$ cat config.mk
export PLATFORM = sky130hd
export DESIGN_NAME = ps2_rx_frame
export DESIGN_NICKNAME = d
export VERILOG_FILES = /design/src/rtl/ps2_rx_frame.sv
export SDC_FILE = /design/constraint.sdc
export NUM_CORES = 1
export LEC_CHECK = 0
export BUFFER_PORTS_ARGS = -buffer_cell sky130_fd_sc_hd__buf_2
export CAP_MARGIN = 20
export CORE_ASPECT_RATIO = 0.5
export CORE_MARGIN = 2
export CORE_UTILIZATION = 50
export CTS_CLUSTER_SIZE = 8
export DETAILED_ROUTE_END_ITERATION = 12
export GPL_ROUTABILITY_DRIVEN = 1
export PLACE_DENSITY = 0.7
export SLEW_MARGIN = 30
export SYNTH_ARGS = -nofsm -noshare
export SYNTH_HDL_FRONTEND = slang
export SYNTH_SLANG_ARGS = --single-unit
$ cat constraint.sdc
create_clock -name clk -period 3.4 [get_ports clk]
set_input_delay 1.02 -clock clk [delete_from_list [all_inputs] [get_ports clk]]
set_output_delay 1.02 -clock clk [all_outputs]
set_load 0.005 [all_outputs]
$ cat src/rtl/ps2_rx_frame.sv
// rtl/ps2_rx_frame.sv - PS/2 device-to-host frame receiver; optional mid-frame timeout via PS2_RX_TIMEOUT_EN
module ps2_rx_frame #(
   parameter int DATA_WIDTH     = 8,
   parameter int SYNC_STAGES    = 2,
   parameter int FILTER_LEN     = 4,
   parameter int TIMEOUT_CYCLES = 5000
) (
   input  logic                  clk,
   input  logic                  rst,
   input  logic                  ps2_clk,
   input  logic                  ps2_data,
   input  logic                  rx_ack,
   output logic [DATA_WIDTH-1:0] rx_data,
   output logic                  rx_valid,
   output logic                  rx_err,
   output logic                  rx_overrun,
   output logic                  rx_busy
);

   localparam int FW = $clog2(FILTER_LEN + 1);
   localparam int CW = (DATA_WIDTH > 1) ? $clog2(DATA_WIDTH) : 1;
   localparam logic [FW-1:0] FILT_LAST = FW'(FILTER_LEN - 1);
   localparam logic [CW-1:0] CNT_LAST  = CW'(DATA_WIDTH - 1);

   typedef enum logic [1:0] {S_IDLE, S_DATA, S_PARITY, S_STOP} state_t;

   logic [SYNC_STAGES-1:0] clk_sync;
   logic [SYNC_STAGES-1:0] data_sync;
   logic                   clk_s;
   logic                   data_s;

   logic                   filt_clk;
   logic [FW-1:0]          filt_cnt;
   logic                   fall_evt;

   state_t                 state_q, state_d;
   logic [CW-1:0]          cnt_q, cnt_d;
   logic [DATA_WIDTH-1:0]  shift_q, shift_d;
   logic                   par_q, par_d;
   logic                   err_d;
   logic                   deliver_d;

   // Pin synchronizers; idle-high pins so the chains reset to 1
   always_ff @(posedge clk or posedge rst) begin
      if (rst) begin
         clk_sync  <= '1;
         data_sync <= '1;
      end else begin
         clk_sync  <= {clk_sync[SYNC_STAGES-2:0], ps2_clk};
         data_sync <= {data_sync[SYNC_STAGES-2:0], ps2_data};
      end
   end

   assign clk_s  = clk_sync[SYNC_STAGES-1];
   assign data_s = data_sync[SYNC_STAGES-1];

   // Clock filter: level changes only after FILTER_LEN consecutive differing samples
   always_ff @(posedge clk or posedge rst) begin
      if (rst) begin
         filt_clk <= 1'b1;
         filt_cnt <= '0;
      end else if (clk_s == filt_clk) begin
         filt_cnt <= '0;
      end else if (filt_cnt == FILT_LAST) begin
         filt_clk <= clk_s;
         filt_cnt <= '0;
      end else begin
         filt_cnt <= filt_cnt + 1'b1;
      end
   end

   // The fall event coincides with the edge on which the filtered clock drops,
   // so the synchronized data sampled here is the settled bit value.
   assign fall_evt = filt_clk & ~clk_s & (filt_cnt == FILT_LAST);

`ifdef PS2_RX_TIMEOUT_EN
   localparam int TW = $clog2(TIMEOUT_CYCLES + 1);
   localparam logic [TW-1:0] TO_LIMIT = TW'(TIMEOUT_CYCLES);

   logic [TW-1:0] to_cnt;
   logic          timeout_hit;

   // Inactivity counter, restarted by every fall event and held clear while idle
   always_ff @(posedge clk or posedge rst) begin
      if (rst) begin
         to_cnt <= '0;
      end else if (state_q == S_IDLE || fall_evt) begin
         to_cnt <= '0;
      end else begin
         to_cnt <= to_cnt + 1'b1;
      end
   end

   assign timeout_hit = (state_q != S_IDLE) && (to_cnt == TO_LIMIT) && !fall_evt;
`endif

   // Frame state register
   always_ff @(posedge clk or posedge rst) begin
      if (rst) begin
         state_q <= S_IDLE;
         cnt_q   <= '0;
         shift_q <= '0;
         par_q   <= 1'b0;
      end else begin
         state_q <= state_d;
         cnt_q   <= cnt_d;
         shift_q <= shift_d;
         par_q   <= par_d;
      end
   end

   // Frame sequencing: advances on fall events, decides delivery or error at the stop bit
   always_comb begin
      state_d   = state_q;
      cnt_d     = cnt_q;
      shift_d   = shift_q;
      par_d     = par_q;
      err_d     = 1'b0;
      deliver_d = 1'b0;
      if (fall_evt) begin
         case (state_q)
            S_IDLE: begin
               if (!data_s) begin
                  state_d = S_DATA;
                  cnt_d   = '0;
               end
            end
            S_DATA: begin
               shift_d[cnt_q] = data_s;
               if (cnt_q == CNT_LAST) begin
                  state_d = S_PARITY;
               end else begin
                  cnt_d = cnt_q + 1'b1;
               end
            end
            S_PARITY: begin
               par_d   = data_s;
               state_d = S_STOP;
            end
            S_STOP: begin
               // Odd parity: data bits plus parity bit must XOR to 1
               if (data_s && (^{shift_q, par_q})) begin
                  deliver_d = 1'b1;
               end else begin
                  err_d = 1'b1;
               end
               state_d = S_IDLE;
            end
            default: state_d = S_IDLE;
         endcase
      end
`ifdef PS2_RX_TIMEOUT_EN
      else if (timeout_hit) begin
         err_d   = 1'b1;
         state_d = S_IDLE;
      end
`endif
   end

   // Holding register and registered pulse outputs; errors leave the held byte intact
   always_ff @(posedge clk or posedge rst) begin
      if (rst) begin
         rx_data    <= '0;
         rx_valid   <= 1'b0;
         rx_err     <= 1'b0;
         rx_overrun <= 1'b0;
      end else begin
         rx_err     <= err_d;
         rx_overrun <= deliver_d & rx_valid & ~rx_ack;
         if (deliver_d) begin
            rx_data  <= shift_q;
            rx_valid <= 1'b1;
         end else if (rx_ack) begin
            rx_valid <= 1'b0;
         end
      end
   end

   assign rx_busy = (state_q != S_IDLE);

endmodule

After elaboration in Yosys (flattened, before gate mapping)
Index checks and enable logic that the tools add are counted.
W data, S select, Z words.
{"block": "totals", "ramBits": 0, "word_cells": 63, "n_memories": 0, "output_inout_bits": 12, "latch_bits": 0, "mem_bits_ro": 0, "ff_bits": 33}
{"block": "classes", "n_eq_ne": 9, "multipliers": 0, "bitwise_logic": 7, "order_cmp": 2, "mux": 19, "n_addsub": 2, "shifts": 0, "n_reduce_logical": 12, "n_div": 0}
{"operator": "$mux W3", "count": 4}
{"operator": "$mux W1", "count": 9}
{"operator": "$reduce_xor A9 Y1", "count": 1}
{"operator": "$bwmux W8", "count": 1}
{"operator": "$pmux W2 S4", "count": 1}
{"operator": "$add A3 B1 Y3 const B", "count": 2}
{"operator": "$ne A2 B2 Y1 const B", "count": 3}
{"operator": "$pmux W3 S2", "count": 1}
{"operator": "$reduce_and A2 Y1", "count": 3}
{"operator": "$reduce_bool A2 Y1", "count": 3}
{"operator": "$and A1 B1 Y1", "count": 4}
{"operator": "$eq A2 B2 Y1 const B", "count": 2}
{"operator": "$lt A3 B4 Y1 const B", "count": 1}
{"operator": "$mux W2", "count": 2}
{"operator": "$reduce_and A4 Y1", "count": 1}
{"operator": "$demux W1 S3", "count": 1}
{"operator": "$eq A3 B2 Y1 const B", "count": 1}
{"operator": "$eq A3 B3 Y1 const B", "count": 1}
{"operator": "$ge A3 B1 Y1 const B", "count": 1}
{"operator": "$not A1 Y1", "count": 3}
{"operator": "$reduce_and A3 Y1", "count": 1}
{"operator": "$eq A2 B1 Y1 const B", "count": 1}
{"operator": "$logic_and A1 B1 Y1", "count": 2}
{"operator": "$logic_not A2 Y1", "count": 1}
{"operator": "$eq A1 B1 Y1", "count": 1}

Depth between registers and ports, before layout
{"block": "logic_depth", "depth_word": 7, "ltp_mapped": 7, "mapped_depth_nobuf": 6}

Worst setup path after synthesis
Ideal clock, no wire load.
{"block": "synth_timing", "path_kind": "reg-to-reg", "start": "register filt_clk", "end": "register rx_data[0]", "setup_ps": 125, "setup_slack_ps": 1539, "required_time_ps": 3275, "path_stages_with_launch": 7, "period_less_slack_ps": 1861, "arrival_ps": 1736, "path_cell_list": "dfstp_2 > ha_1 > and3b_2 > buf_2 > nand4_1 > mux2i_4 > mux2_2"}
{"block": "synth_via", "elab_chain_len": 3}
{"item": "start: declaration", "line": "32", "text": "logic filt_clk;"}
{"item": "start signal: assignment", "line": "65", "text": "filt_clk <= clk_s;"}
{"item": "$and A1 B1 Y1 (2 in series)", "line": "74", "text": "assign fall_evt = filt_clk & ~clk_s & (filt_cnt == FILT_LAST);"}
{"item": "$mux W1", "line": "120", "text": "if (fall_evt) begin"}
{"item": "end signal: assignment", "line": "171", "text": "rx_data <= shift_q;"}
{"item": "end: declaration", "line": "13", "text": "output logic [DATA_WIDTH-1:0] rx_data,"}
Every way passes these cells.
A chain may end at the register's enable or synchronous reset.

Worst setup path after layout
{"block": "layout_timing", "start": "register state_q[0]", "end": "output port rx_busy"}
{"block": "layout_via", "elab_chain_len": 1}
{"item": "start: declaration", "line": "36", "text": "state_t state_q, state_d;"}
{"item": "start signal: assignment", "line": "105", "text": "state_q <= state_d;"}
{"item": "$reduce_bool A2 Y1", "line": "179", "text": "assign rx_busy = (state_q != S_IDLE);"}
{"item": "end: declaration", "line": "17", "text": "output logic rx_busy"}
Every way passes these cells.

==> summary.md <==
| Metric | Value |
|---|---|
| Post-CTS setup buffer count | `0` |
| Clk root buf | `clkbuf_8` |
| Gr ovfl total | `0` |
| Max clock buf depth | `2` |
| ANT cells | `0` |
| Clk sinks | `33` |
| # H-tree levels | `2` |
| Mapped cell area | `0.00155 sq mm` |
| CTS tree | `done` |
| Top cell by count, worst path | `inv_1` |
| CORE AREA | `0.00298 sq mm` |
| Worst-path clk slew | `0.07 ns` |
| Sw frac | `0.254` |
| Cells along the critical path | `inv_1, ha_1, inv_1, buf_2` |
| Combinational share of power | `0.116` |
| Hold WC Path Type | `reg -> reg` |
| ANT nets after route | `0` |
| Most common cell after layout, fill and taps aside | `dfrtp_1` |
| Critical-path top delay cell | `dfrtp_1` |
| Status | `completed` |
| Vias in the first global route | `918` |
| Starting Density | `0.519` |
| Most frequent cells in the layout | `dfrtp_1, mux2_2, buf_2, ha_1, inv_1` |
| Critical path endpoint category | `primary output` |
| Die Area | `0.00358 sq mm` |
| P per Cell Area | `462 mW/mm^2` |
| Distinct cells, synth | `33` |
| Switch Pwr | `0.205 mW` |
| Synth Register Bits | `33` |
| GP Congestion | `0.722` |
| Synth warn | `0` |
| Clock skew | `0.00351 ns` |
| Antenna violations before repair | `0` |
| Syn Nets | `131` |
| First-pass GRT wire length | `4.38 mm` |
| Max Slew Vio Count | `0` |
| Syn Inst Count | `118` |
| Final Hold Vio Count | `0` |
| CTS buffer count | `5` |
| Io pins | `17` |
| P&R area growth vs syn | `13.1%` |
| # hold bufs at CTS | `0` |
| Share of cells above drive strength 1 | `0.367` |
| Worst rel slew slack | `0.720` |
| Setup TNS Final | `0 ns` |
| Post-layout util | `0.587` |
| Tightest Pin Transition | `0.420 ns` |
| Part of the Yosys area used for sequential elements | `0.538` |
| RSZ-0062 raised after global routing | `false` |
| Max IR drop VDD | `0.318 mV` |
| Drt wl/cell | `13.7 um` |
| Worst path max stage delay | `0.40 ns` |
| Mean Syn Cell Area | `13.1 sq um` |
| Drt drc | `0` |
| Final net count | `151` |
| WP data arrival | `1.19 ns` |
| Final setup viols | `0` |
| Cell leakage power | `0.907 nW` |
| Int Pwr | `0.604 mW` |
| Seq pwr share | `0.539` |
| Worst-Skew Late Latency | `0.28 ns` |
| Max Freq | `0.453 GHz` |
| Max-cap violations | `0` |
| Startpoint Class | `flop` |
| Via-to-Cell Ratio | `5.26` |
| Part of the cycle the worst path needs | `0.649` |
| Die Ht | `43.3 um` |
| WP data required | `2.38 ns` |
| Critical path type | `reg -> out` |
| Hpwl dp | `1.71 mm` |
| Die outline width | `82.7 um` |
| WL final | `2.46 mm` |
| Worst hold margin | `0.356 ns` |
| Crit path max fanout | `4` |
| Clock power frac | `0.345` |
| Rows | `14` |
| 1st-iter DRT viols | `61` |
| Largest net degree at the start of global routing | `34` |
| # resized after CTS | `0` |
| Min cycle time layout | `2.21 ns` |
| GRT Total Usage | `0.172` |
| Vias after detailed routing | `942` |
| Drt pass-1 iters | `4` |
| Port Buffers | `16` |
## sequential cells by signal, summed over array words and instances (netlist names)
name,flops
par_q,1
rx_overrun,1
rx_valid,1
state_q,2
data_sync,2
shift_q,8
filt_cnt,3
filt_clk,1
clk_sync,2
rx_data,8
cnt_q,3
rx_err,1
## path summary, 6_finish.rpt
| path | start | endpoint | slack (ns) | depth (start not counted) |
|---|---|---|---|---|
| min reg2reg | data_sync[0]$_DFF_PP1_ | data_sync[1]$_DFF_PP1_ | 0.36 | 0 |
| max reg2reg | filt_clk$_DFFE_PP1P_ | rx_data[7]$_DFFE_PP0P_ | 1.43 | 5 |
| max | state_q[0]$_DFFE_PP0P_ | rx_busy | 1.19 | 4 |
| min in group asynchronous | rst | filt_cnt[2]$_DFF_PP0_ | 0.82 | 3 |
| max in group asynchronous | rst | data_sync[1]$_DFF_PP1_ | 2.25 | 3 |
| min | data_sync[0]$_DFF_PP1_ | data_sync[1]$_DFF_PP1_ | 0.36 | 0 |
## metrics by stage
step | total power, mW | area [sq um] | cells | worst slack, ns
6_report | 0.809 | 1750 | 179 | 1.19
5_1_grt | 0.858 | 1750 | 179 | 1.11
4_1_cts | 0.819 | 1750 | 179 | 1.18
3_5_place_dp | 0.539 | 1670 | 171 | 1.42
3_3_place_gp | 0.535 | 1670 | 171 | 1.45
2_1_floorplan | 0.512 | 1550 | 118 | 1.54
## metal layers
layer  vias to the layer above  track usage  part of all wire
met4                         0       0.0918            0.0098
met2                        26        0.221              0.43
met5                         -            0                 0
met3                         5       0.0596             0.057
met1                       451        0.255              0.50
li1                        460            -                 -
## final cells by class
class | instances | area, sq um
Inverter | 7 | 26.3
Clock inverter | 2 | 10.0
Tap cell | 40 | 50.0
Timing Repair Buffer | 17 | 87.6
Multi-Input combinational cell | 74 | 671
Sequential cell | 33 | 832
Fill cell | 259 | 1230
Clock buffer | 6 | 72.6
## cells by family after synthesis
logic type	after synthesis	synth area share
simple gates	29	0.112
flops	33	0.538
compound gates	13	0.0631
buf+inv	11	0.0283
fa+ha+maj	8	0.0647
xor+xnor	6	0.0550
mux	18	0.138
## Yosys cell counts
cell type,number,share of area
a21o_2,1,0.0057
a21oi_1,1,0.0032
a22o_1,5,0.028
and3_1,1,0.0040
and3b_1,1,0.0057
and3b_2,1,0.0065
buf_1,1,0.0024
buf_2,2,0.0065
clkbuf_1,1,0.0024
dfrtp_1,28,0.45
dfstp_2,5,0.085
ha_1,8,0.065
inv_1,7,0.017
mux2_2,17,0.12
mux2i_4,1,0.015
nand2_1,6,0.015
nand2b_1,2,0.0081
nand3_1,2,0.0065
nand3b_1,3,0.015
nand4_1,2,0.0081
nand4b_1,1,0.0057
nor2_1,1,0.0024
nor2b_1,1,0.0040
nor3_1,4,0.013
nor3b_1,4,0.019
o211a_1,1,0.0065
o211ai_1,1,0.0049
o21ai_0,3,0.0097
o31ai_1,1,0.0049
xnor2_1,3,0.017
xnor3_2,1,0.015
xnor3_4,1,0.017
xor2_1,1,0.0057
## power groups by stage
stage                     Clock (mW)  Sequential (mW)  Combinational [mW]
after global placement             0            0.443              0.0919
final                          0.279            0.436              0.0936
after global routing           0.306            0.440               0.112
after CTS                      0.287            0.437              0.0954
after detailed placement           0            0.444              0.0948
after floorplan                    0            0.438              0.0732
## critical path: cells and delay by family (launching register included)
family	cells	cell delay, ns
flip-flops	1	0.40
buffers and inverters	3	0.28
adder cells (fa/ha/maj)	1	0.23
Power figures use the tool's default switching activity.
